File: config.mk
export PLATFORM = sky130hd
export DESIGN_NAME = muldiv_unit
export DESIGN_NICKNAME = d
export VERILOG_FILES = /design/src/rtl/muldiv_unit.sv
export SDC_FILE = /design/constraint.sdc
export NUM_CORES = 1
export LEC_CHECK = 0
export CAP_MARGIN = 15
export CORE_UTILIZATION = 60
export DETAILED_ROUTE_END_ITERATION = 12
export PLACE_DENSITY = 0.84
export SETUP_SLACK_MARGIN = 0.02
export SLEW_MARGIN = 10
export SYNTH_ARGS = -nofsm -noshare
export SYNTH_HDL_FRONTEND = slang
export SYNTH_SLANG_ARGS = --single-unit
export TNS_END_PERCENT = 5
File: constraint.sdc
create_clock -name clk -period 8.2 [get_ports clk]
set_input_delay 1.23 -clock clk [delete_from_list [all_inputs] [get_ports clk]]
set_output_delay 1.23 -clock clk [all_outputs]
set_load 0.01 [all_outputs]
File: src/rtl/muldiv_unit.sv
// Iterative RV32M multiply/divide unit (shift-add multiply, restoring divide) behind a valid/ready handshake.
// Optional build macro MULDIV_FAST_MUL_EN: multiplies use a single-cycle combinational product instead.
module muldiv_unit #(
    parameter int XLEN  = 32,
    parameter int CNT_W = $clog2(XLEN)
) (
    input  logic            clk,
    input  logic            reset,
    input  logic            in_valid,
    output logic            in_ready,
    input  logic [2:0]      op,
    input  logic [XLEN-1:0] srcA,
    input  logic [XLEN-1:0] srcB,
    input  logic            flush,
    output logic            out_valid,
    input  logic            out_ready,
    output logic [XLEN-1:0] result,
    output logic            zero
);

    typedef enum logic [1:0] {
        S_IDLE,
        S_CALC,
        S_DONE
    } state_t;

    state_t           state_q, state_d;
    logic [2:0]       op_q, op_d;
    logic [XLEN-1:0]  acc_q, acc_d;
    logic [XLEN-1:0]  lo_q, lo_d;
    logic [XLEN-1:0]  mag_q, mag_d;
    logic             neg_q, neg_d;
    logic             rem_neg_q, rem_neg_d;
    logic [CNT_W-1:0] cnt_q, cnt_d;
    logic [XLEN-1:0]  result_q, result_d;
    logic             zero_q, zero_d;
    logic             in_ready_q, in_ready_d;
    logic             out_valid_q, out_valid_d;

    // Operand decode for the request presented in IDLE.
    logic            a_signed, b_signed, sign_a, sign_b;
    logic [XLEN-1:0] mag_a, mag_b;
    logic            div_zero, div_ovf;

    assign a_signed = op[2] ? ~op[0] : (op == 3'b001 || op == 3'b010);
    assign b_signed = op[2] ? ~op[0] : (op == 3'b001);
    assign sign_a   = a_signed & srcA[XLEN-1];
    assign sign_b   = b_signed & srcB[XLEN-1];
    assign mag_a    = sign_a ? -srcA : srcA;
    assign mag_b    = sign_b ? -srcB : srcB;
    assign div_zero = (srcB == '0);
    assign div_ovf  = ~op[0] && (srcA == {1'b1, {(XLEN-1){1'b0}}}) && (srcB == '1);

`ifdef MULDIV_FAST_MUL_EN
    logic [2*XLEN-1:0] fast_prod;
    assign fast_prod = {{XLEN{1'b0}}, mag_a} * {{XLEN{1'b0}}, mag_b};
`endif

    // One radix-2 step: {acc, lo} is the product shift register or the remainder/quotient pair.
    logic [XLEN:0] mul_sum;
    logic [XLEN:0] div_shift;
    logic          div_take;

    assign mul_sum   = {1'b0, acc_q} + (lo_q[0] ? {1'b0, mag_q} : '0);
    assign div_shift = {acc_q, lo_q[XLEN-1]};
    assign div_take  = (div_shift >= {1'b0, mag_q});

    // Finalise edge: apply signs and pick the requested half/field.
    logic [2*XLEN-1:0] prod_fix;
    logic [XLEN-1:0]   quo_fix, rem_fix, fin_result;

    assign prod_fix   = neg_q ? -{acc_q, lo_q} : {acc_q, lo_q};
    assign quo_fix    = neg_q ? -lo_q : lo_q;
    assign rem_fix    = rem_neg_q ? -acc_q : acc_q;
    assign fin_result = op_q[2] ? (op_q[1] ? rem_fix : quo_fix)
                                : ((op_q[1:0] == 2'b00) ? prod_fix[XLEN-1:0] : prod_fix[2*XLEN-1:XLEN]);

    always_comb begin
        // NOTE: every _d starts from its _q so no path through this block can infer a latch.
        state_d     = state_q;
        op_d        = op_q;
        acc_d       = acc_q;
        lo_d        = lo_q;
        mag_d       = mag_q;
        neg_d       = neg_q;
        rem_neg_d   = rem_neg_q;
        cnt_d       = cnt_q;
        result_d    = result_q;
        in_ready_d  = in_ready_q;
        out_valid_d = out_valid_q;

        if (flush) begin
            state_d     = S_IDLE;
            in_ready_d  = 1'b1;
            out_valid_d = 1'b0;
        end else begin
            case (state_q)
                S_IDLE: begin
                    if (in_valid) begin
                        op_d       = op;
                        neg_d      = sign_a ^ sign_b;
                        rem_neg_d  = op[2] & sign_a;
                        acc_d      = '0;
                        cnt_d      = CNT_W'(XLEN - 1);
                        in_ready_d = 1'b0;
                        state_d    = S_CALC;
                        if (op[2]) begin
                            lo_d  = mag_a;
                            mag_d = mag_b;
                            // Special cases preload quotient (lo) and remainder (acc) with no sign fix.
                            if (div_zero || div_ovf) begin
                                state_d   = S_DONE;
                                neg_d     = 1'b0;
                                rem_neg_d = 1'b0;
                                acc_d     = div_zero ? srcA : '0;
                                lo_d      = div_zero ? '1 : srcA;
                            end
                        end else begin
                            lo_d  = mag_b;
                            mag_d = mag_a;
`ifdef MULDIV_FAST_MUL_EN
                            {acc_d, lo_d} = fast_prod;
                            state_d       = S_DONE;
`endif
                        end
                    end
                end
                S_CALC: begin
                    if (op_q[2]) begin
                        acc_d = div_take ? XLEN'(div_shift - {1'b0, mag_q}) : div_shift[XLEN-1:0];
                        lo_d  = {lo_q[XLEN-2:0], div_take};
                    end else begin
                        acc_d = mul_sum[XLEN:1];
                        lo_d  = {mul_sum[0], lo_q[XLEN-1:1]};
                    end
                    if (cnt_q == '0) begin
                        state_d = S_DONE;
                    end else begin
                        cnt_d = cnt_q - CNT_W'(1);
                    end
                end
                S_DONE: begin
                    // First DONE cycle is the finalise edge; out_valid rises with the fixed result.
                    if (!out_valid_q) begin
                        result_d    = fin_result;
                        out_valid_d = 1'b1;
                    end else if (out_ready) begin
                        state_d     = S_IDLE;
                        out_valid_d = 1'b0;
                        in_ready_d  = 1'b1;
                    end
                end
                default: begin
                    state_d     = S_IDLE;
                    in_ready_d  = 1'b1;
                    out_valid_d = 1'b0;
                end
            endcase
        end

        zero_d = (result_d == '0);
    end

    // NOTE: state registers use non-blocking assignments so every flop samples pre-edge values.
    always_ff @(posedge clk or posedge reset) begin
        if (reset) begin
            state_q     <= S_IDLE;
            op_q        <= '0;
            acc_q       <= '0;
            lo_q        <= '0;
            mag_q       <= '0;
            neg_q       <= 1'b0;
            rem_neg_q   <= 1'b0;
            cnt_q       <= '0;
            result_q    <= '0;
            zero_q      <= 1'b1;
            in_ready_q  <= 1'b1;
            out_valid_q <= 1'b0;
        end else begin
            state_q     <= state_d;
            op_q        <= op_d;
            acc_q       <= acc_d;
            lo_q        <= lo_d;
            mag_q       <= mag_d;
            neg_q       <= neg_d;
            rem_neg_q   <= rem_neg_d;
            cnt_q       <= cnt_d;
            result_q    <= result_d;
            zero_q      <= zero_d;
            in_ready_q  <= in_ready_d;
            out_valid_q <= out_valid_d;
        end
    end

    assign in_ready  = in_ready_q;
    assign out_valid = out_valid_q;
    assign result    = result_q;
    assign zero      = zero_q;

endmodule

# After elaboration in Yosys (flattened, before gate mapping)
# Index checks and enable logic that the tools add are counted.
# word_totals
ff_bits	143
output_inout_bits	35
# op_classes
add_sub_neg	8
magnitude_cmp	1
eq_ne	14
n_mux	52
n_bitwise	6
n_reduce_logical	16
# ops
operator	count
32-bit two-way mux	23
32-bit negation	4
32-bit case mux with 2 select lines	2
32-bit equality test (second input constant)	2
32-bit logical NOT	2
64-bit two-way mux	1
64-bit negation	1
32-bit by 32-bit adder with 33-bit output	1
33-bit by 32-bit >= comparator with 1-bit output	1
32-bit subtractor	1
2-bit two-way mux	7
1-bit two-way mux	13
3-bit != test (second input constant)	4
4-bit AND reduction	3
5-bit two-way mux	2
5-bit case mux with 2 select lines	1
2-bit != test (second input constant)	3
2-bit case mux with 3 select lines	1
3-bit AND reduction	2
5-bit logical NOT	1
5-bit by 1-bit subtractor with 5-bit output (second input constant)	1
2-bit logical NOT	2
1-bit bitwise AND	3
3-bit by 1-bit equality test with 1-bit output (second input constant)	1
other kinds (12)	15

# Longest topological paths before layout
# Gate-level depths: netlist of the first run.
# logic_depth
ltp_word	9
depth_mapped	15
ltp_nobuf	13

# Least setup slack after synthesis of the first run
# OpenSTA, ideal clock, no wires.
# synth_path
kind	in2reg
start	in flush
end	reg zero_q, in the netlist zero
setup_ns	0.063
arrival_ns	4.026
path_slack_ns	4.111
stages	10
path_cell_list	clkbuf_1 > or4b_2 > clkbuf_1 > buf_2 > a222oi_1 > o211ai_1 > or4_1 > or4b_1 > nor4_1 > and4_1
# synth_between
elab_chain_len	2
# synth_rtl
item	line	rtl
start: declaration	14	input logic flush,
32-bit two-way mux	92	if (flush) begin
named net result_d[7]	35	logic [XLEN-1:0] result_q, result_d;
32-bit logical NOT	161	zero_d = (result_d == '0);
named net zero_d	36	logic zero_q, zero_d;
end signal: assignment	189	zero_q <= zero_d;
end: declaration	36	
# The timed path passes the listed nets, and every way through them passes these cells.
# A chain may end at the register's enable or synchronous reset.

# Worst setup path in the final report of the first run
# layout_path
start	in srcA[5]
end	reg state_q[1]
# layout_between
elab_chain_len	9
# layout_rtl
item	line	rtl
start: declaration	12	input logic [XLEN-1:0] srcA,
32-bit equality test	52	assign div_ovf = ~op[0] && (srcA == {1'b1, {(XLEN-1){1'b0}}}) && (srcB == '1);
1-bit logical AND (2 in series)	52	
1-bit logical OR	111	if (div_zero || div_ovf) begin
2-bit two-way mux	111	
2-bit two-way mux	107	if (op[2]) begin
2-bit two-way mux	99	if (in_valid) begin
2-bit case mux with 3 select lines	97	case (state_q)
2-bit two-way mux	92	
end signal: assignment	180	state_q <= state_d;
end: declaration	27	state_t state_q, state_d;
# No other way between the ends. The select of a mux whose other input is x is not followed.

==> results.sh, run 1 <==
export IMPL_status="finished, final reports clean"
export IMPL_hp_start="in_ready"
export IMPL_critPathRequiredTime_ns=8.55
export IMPL_drt_vias_per_instance=7.19
export IMPL_grt_pass1_vias=16400
export IMPL_synth_fa_ha_area_frac=0.0594
export IMPL_min_period_ns=4.72
export IMPL_synthesis_nets=2257
export IMPL_cts_made_buffers=17
export IMPL_end_kind="flop"
export IMPL_ys_flop_type="dfrtp_1"
export IMPL_grt_max_degree=82
export IMPL_met3_usage=0.0891
export IMPL_globalRouteMet1Util=0.571
export IMPL_synth_top_area_cell="dfrtp_1"
export IMPL_clk_insertion_delay_late_ns=0.44
export IMPL_ys_seq_area_frac=0.229
export IMPL_synth_top_family_by_area="compound AO/OA/AOI/OAI gates"
export IMPL_grt_remaining_overflow=0
export IMPL_final_area_um2=17300
export IMPL_skew_ns=0.0121
export IMPL_fin_crit_sh=0.576
export IMPL_final_cell_mix="nand2_1, nor2_1, o21ai_0, a21oi_1, dfrtp_1"
export IMPL_combPwrFrac=0.539
export IMPL_met2_usage=0.731
export IMPL_drt_iter0_markers=2331
export IMPL_die_w_um=163
export IMPL_synth_enable_flop_cells=0
export IMPL_yosys_top_cells_area="dfrtp_1, nand2_1, o21ai_0"
export IMPL_via_count=17600
export IMPL_p_per_area_nw_per_um2=244
export IMPL_p_leak_uw=0.00703
export IMPL_synth_area_mux_share=0.0367
export IMPL_wl_um=62700
export IMPL_synth_top_area_share=0.226
export IMPL_synth_compound_gate_area_share=0.282
export IMPL_cp_arrival_ns=5.07
export IMPL_grt_setup_unrepaired="no"
export IMPL_syn_avg_cell_area_um2=7.40
export IMPL_grt_pass1_wl_um=94500
export IMPL_io_pin_count=107
export IMPL_hp_class="flop to flop"
export IMPL_tightest_slew_ns=1.19
export IMPL_final_layout_size_suffix_gt1_frac=0.0586
export IMPL_finalNetCount=2247
export IMPL_cts_path_max_buffers=2
export IMPL_drv_slew=0
export IMPL_num_rows=58
export IMPL_yosys_cell_types_count=88
export IMPL_rr_startpoint="lo_q[7]"
export IMPL_drtPass1Iterations=9
export IMPL_start_util=0.616
export IMPL_seqPwrFrac=0.276
export IMPL_swShare=0.501
export IMPL_die_h_um=163
export IMPL_holdBufCountCts=0
export IMPL_ir_drop_mv=0.167
export IMPL_ys_warn_count=0
export IMPL_yosys_area_share_simple=0.238
export IMPL_max_slew_margin=0.202
export IMPL_ant_nets=0
export IMPL_syn_to_final_growth_pct=10.4
export IMPL_switching_power_uw=2110
export IMPL_grt_busiest_layer="met2"
export IMPL_finalSetupViolations=0
export IMPL_fin_cells=2447
export IMPL_setup_worst_path_start="srcA[5]"
export IMPL_path_class="input pin to flop"
export IMPL_cts_root_buffer="clkbuf_16"
export IMPL_syn_cell_area_um2=15600
export IMPL_pwr_share_clk=0.185
export IMPL_cts_max_level=4
export IMPL_synth_xor_area_frac=0.0986
export IMPL_hold_viol=0
export IMPL_cts_setup_buffers=0
export IMPL_max_cap_viol_count=0
export IMPL_grt_usage=0.471
export IMPL_cp_start_kind="input pin"
export IMPL_place_area_um2=16700
export IMPL_clock_sinks=143
export IMPL_wire_per_inst_um=25.6
export IMPL_cts_tree="yes"
export IMPL_p_total_uw=4220
export IMPL_die_area_um2=26700
export IMPL_post_dp_hpwl_um=46700
export IMPL_layout_commonest_cell="nand2_1"
export IMPL_port_buffer_count=106
export IMPL_finalSetupTns_ns=0
export IMPL_placed_cells=2413
export IMPL_fmax_mhz=212
export IMPL_antenna_found_initial=2
export IMPL_gp_congestion=1.07
export IMPL_clk_pin_slew_ns=0.07
export IMPL_async_flop_share=1.00
export IMPL_drc=0
export IMPL_crit_fanout=9
export IMPL_design_core_area_um2=25400
export IMPL_post_cts_resized=0
export IMPL_netlist_instances=2112
export IMPL_ys_ff_latch=143
export IMPL_p_int_uw=2100
## critical path: stages
cell and delay [ns]:
clkdlybuf4s50_1 0.50, or4_1 0.62, or3_1 0.40, nor3_2 0.47
nand3_1 0.33, or2_2 0.48, and2_1 0.23, nand2b_1 0.21
nor3b_1 0.29, a21oi_1 0.09, o31ai_1 0.21
## flip-flops by register name, summed over array words and instances (netlist names)
register / count
acc_q: 32
rem_neg_q: 1
cnt_q: 5
neg_q: 1
in_ready: 1
zero: 1
state_q: 2
out_valid: 1
mag_q: 32
op_q: 3
lo_q: 32
result: 32
## cell families (layout without fill, tap and decap cells)
logic type / count (synthesis) / in the layout
and+or+nand+nor: 758 / 758
AOI/OAI and AO/OA: 686 / 686
buffers and inverters: 221 / 224
DFF: 143 / 143
other: 0 / 2
xor gates and xnor gates: 176 / 176
muxes: 55 / 55
adders and majority gates: 73 / 73
## final timing paths
check / endpoint / slack [ns] / depth (start not counted)
max in group asynchronous: op_q[2] / 5.34 / 3
setup / recovery: state_q[1] / 3.48 / 11
setup reg to reg: zero / 3.55 / 10
min in group asynchronous: result[19] / 1.24 / 2
hold reg to reg: in_ready / 0.48 / 2
hold / removal: in_ready / 0.48 / 2
## final cells by class
cell class,instances,area [um2]
well taps,330,413
flip-flops and latches,143,3580
clock buffers,18,429
fillers,2231,8140
multi-input cells,1748,11200
repair buffers,130,1240
clock inverters,14,133
diodes,2,5.00
inverters,62,238
## cell usage after synthesis, drive strengths merged (28+ instances only)
master and number:
mux2i 37, o21ai 188, a21oi 178, xnor2 98
xor2 78, dfrtp 141, o211ai 42, nor4 28
a31oi 29, clkbuf 125, inv 61, o31ai 30
nand2 246, buf 34, nor2 204, nand3 46
nor3 61, a21o 30, ha 71
## stage by stage
stage | util | worst slack [ns] | hold WS (ns)
2_1_floorplan | - | 3.14 | 0.449
5_1_grt | 0.679 | 3.28 | 0.485
3_5_place_dp | 0.657 | 3.16 | 0.470
3_3_place_gp | 0.657 | 3.31 | 0.450
4_1_cts | 0.679 | 3.59 | 0.481
6_report | 0.679 | 3.48 | 0.478
## power groups by stage
stage	Sequential [uW]	Combinational [uW]	Clock, uW
floorplan	926	1720	0
global placement	1150	2140	0
detailed placement	1150	2180	0
CTS	1140	2190	776
global route	1170	2450	806
finish	1160	2270	781
## routing by layer
layer / vias to the layer above / routed length [um] / part of all wire
li1: 7739 / - / -
met1: 8246 / 22700 / 0.36
met2: 1265 / 27500 / 0.44
met3: 334 / 6810 / 0.11
met4: 2 / 5630 / 0.090
met5: - / 13 / 0.00021
Power figures use the tool's default switching activity.
==> run 2, diff against run 1 <==
Settings changed: CORE_UTILIZATION 60 to 56, PLACE_DENSITY 0.84 to 0.82.
Clock period 8.2 ns to 4.3 ns, I/O delays scaled along.
==> run 2 against run 1 <==
  * Sequential share of layout area fell by 0.96 points
  * Cell count increased by 5.6%
  * Largest cell class unchanged
  * Clock power increased by 96%
  * Die area is 7.1% higher
  * Global-route usage down 0.75 points
  * Via count up 1.7%
  * Critical path depth grew 4
  * Worst hold slack worse by 0.021 ns
  * Sequential power is 69% higher
  * Highest routed layer unchanged
  * Core utilization shrank 1.4 points
  * Count of clock-buffer cells in the layout rose by 2
==> results.sh, run 2 (synthesized netlist as in run 1, its figures left out) <==
export IMPL_drt_vias_per_instance=6.93
export IMPL_die_area_um2=28600
export IMPL_cts_made_buffers=17
export IMPL_crit_chain="buf_4 > and2_1 > ha_1 > fa_1 > a211o_1 > o211ai_1 > a211o_1 > a21oi_1 > o2111ai_1 > buf_4 > and3_1 > o21ai_0 > a2111oi_1 > o21ai_0 > a31o_2"
export IMPL_ir_drop_mv=0.303
export IMPL_drc=0
export IMPL_met2_usage=0.726
export IMPL_crit_fanout=6
export IMPL_rr_worst_depth=15
export IMPL_cts_max_level=4
export IMPL_switching_power_uw=4100
export IMPL_seqPwrFrac=0.234
export IMPL_grt_pass1_wl_um=99900
export IMPL_hp_class="flop to flop"
export IMPL_worst_path_max_delay_cell="a2111oi_1"
export IMPL_final_cell_mix="nand2_1, nor2_1, o21ai_0, a21oi_1, dfrtp_1"
export IMPL_fin_crit_sh=0.948
export IMPL_grt_setup_unrepaired="no"
export IMPL_end_kind="flop"
export IMPL_wl_um=65700
export IMPL_drv_slew=0
export IMPL_met3_usage=0.0952
export IMPL_port_buffer_count=106
export IMPL_worst_slack_ns=0.222
export IMPL_combPwrFrac=0.584
export IMPL_r2r_end="acc_q[31]"
export IMPL_path_class="flop to flop"
export IMPL_p_per_area_nw_per_um2=463
export IMPL_r2r_slack_ns=0.22
export IMPL_cts_tree="yes"
export IMPL_cp_arrival_ns=4.39
export IMPL_swShare=0.490
export IMPL_cts_setup_buffers=0
export IMPL_cts_root_buffer="clkbuf_16"
export IMPL_clk_insertion_delay_late_ns=0.44
export IMPL_post_dp_hpwl_um=50900
export IMPL_critical_path_max_stage_delay_ns=0.57
export IMPL_holdBufCountCts=0
export IMPL_grt_remaining_overflow=0
export IMPL_min_period_ns=4.08
export IMPL_io_pin_count=107
export IMPL_cts_path_max_buffers=2
export IMPL_grt_max_degree=80
export IMPL_critPathRequiredTime_ns=4.62
export IMPL_rr_startpoint="lo_q[0]"
export IMPL_pwr_share_clk=0.183
export IMPL_hp_start="in_ready"
export IMPL_gp_congestion=1.11
export IMPL_cp_start_kind="flop"
export IMPL_fmax_mhz=245
export IMPL_holdPathStages=2
export IMPL_die_h_um=169
export IMPL_whs_ns=0.457
export IMPL_finalSetupTns_ns=0
export IMPL_grt_pass1_vias=16900
export IMPL_die_w_um=169
export IMPL_antenna_found_initial=3
export IMPL_status="finished, final reports clean"
export IMPL_max_slew_margin=0.358
export IMPL_place_ws_ns=0.236
export IMPL_clock_sinks=143
export IMPL_wire_per_inst_um=25.4
export IMPL_grt_usage=0.463
export IMPL_p_leak_uw=0.00751
export IMPL_ant_nets=0
export IMPL_num_rows=60
export IMPL_max_cap_viol_count=0
export IMPL_via_count=17900
export IMPL_fill_cells=2444
export IMPL_skew_ns=0.0183
export IMPL_post_cts_resized=0
export IMPL_holdPathEnd="in_ready"
export IMPL_finalSetupViolations=0
export IMPL_syn_to_final_growth_pct=15.7
export IMPL_finalNetCount=2341
export IMPL_design_core_area_um2=27200
export IMPL_clk_pin_slew_ns=0.07
export IMPL_grt_busiest_layer="met2"
export IMPL_layout_commonest_cell="nand2_1"
export IMPL_globalRouteMet1Util=0.559
export IMPL_p_int_uw=4270
export IMPL_hold_viol=0
export IMPL_drt_iter0_markers=2555
export IMPL_start_util=0.575
export IMPL_drtPass1Iterations=8
export IMPL_final_layout_size_suffix_gt1_frac=0.0982
export IMPL_tightest_slew_ns=0.961
-- run 2: layer usage --
metal,vias up,part of all wire
met1,8387,0.36
met3,334,0.10
met4,2,0.088
met5,-,0.00020
met2,1257,0.44
li1,7909,-
-- run 2: through the flow --
step	std cells	total power (uW)	util	instance area (um2)
after floorplan	2112	5040	-	15600
after global routing	2581	8760	0.666	18100
after global placement	2549	6550	0.644	17500
final	2583	8370	0.666	18100
after detailed placement	2549	6630	0.644	17500
after CTS	2581	8150	0.665	18100
-- run 2: area by class of cell --
| type | instances | area (um2) | area share |
|---|---|---|---|
| timing repair buffer | 224 | 1990 | 0.110 |
| antenna | 2 | 5.00 | 0.000277 |
| clock inverter | 12 | 134 | 0.00740 |
| multi-input combinational | 1748 | 11200 | 0.621 |
| tap | 372 | 465 | 0.0257 |
| inverter | 62 | 236 | 0.0131 |
| sequential | 143 | 3580 | 0.198 |
| clock buffer | 20 | 447 | 0.0247 |
-- run 2: worst max path at each step --
stage,start,cells past startpoint,slack [ns],end
after global placement,flush,8,0.23,zero
after floorplan,lo_q[0],13,0.41,zero
after CTS,lo_q[0],15,0.31,acc_q[31]
after detailed placement,flush,8,0.24,zero
final,lo_q[0],15,0.22,acc_q[31]
after global routing,lo_q[28],10,0.07,zero
-- run 2: critical path: cells and delay by family (launching register included) --
family / cells / cell delay (ns)
AND/OR/NAND/NOR: 2 / 0.34
buffers and inverters: 2 / 0.32
AO/OA/AOI/OAI: 9 / 2.25
adder cells (fa/ha/maj): 2 / 0.69
flip-flops: 1 / 0.37
-- run 2: power by group through the flow --
stage | sequential [uW] | clock [uW] | combinational (uW)
after floorplan | 1770 | 0 | 3270
after global placement | 1950 | 0 | 4600
after detailed placement | 1960 | 0 | 4670
after CTS | 1940 | 1520 | 4690
after global routing | 1980 | 1570 | 5210
final | 1960 | 1530 | 4890
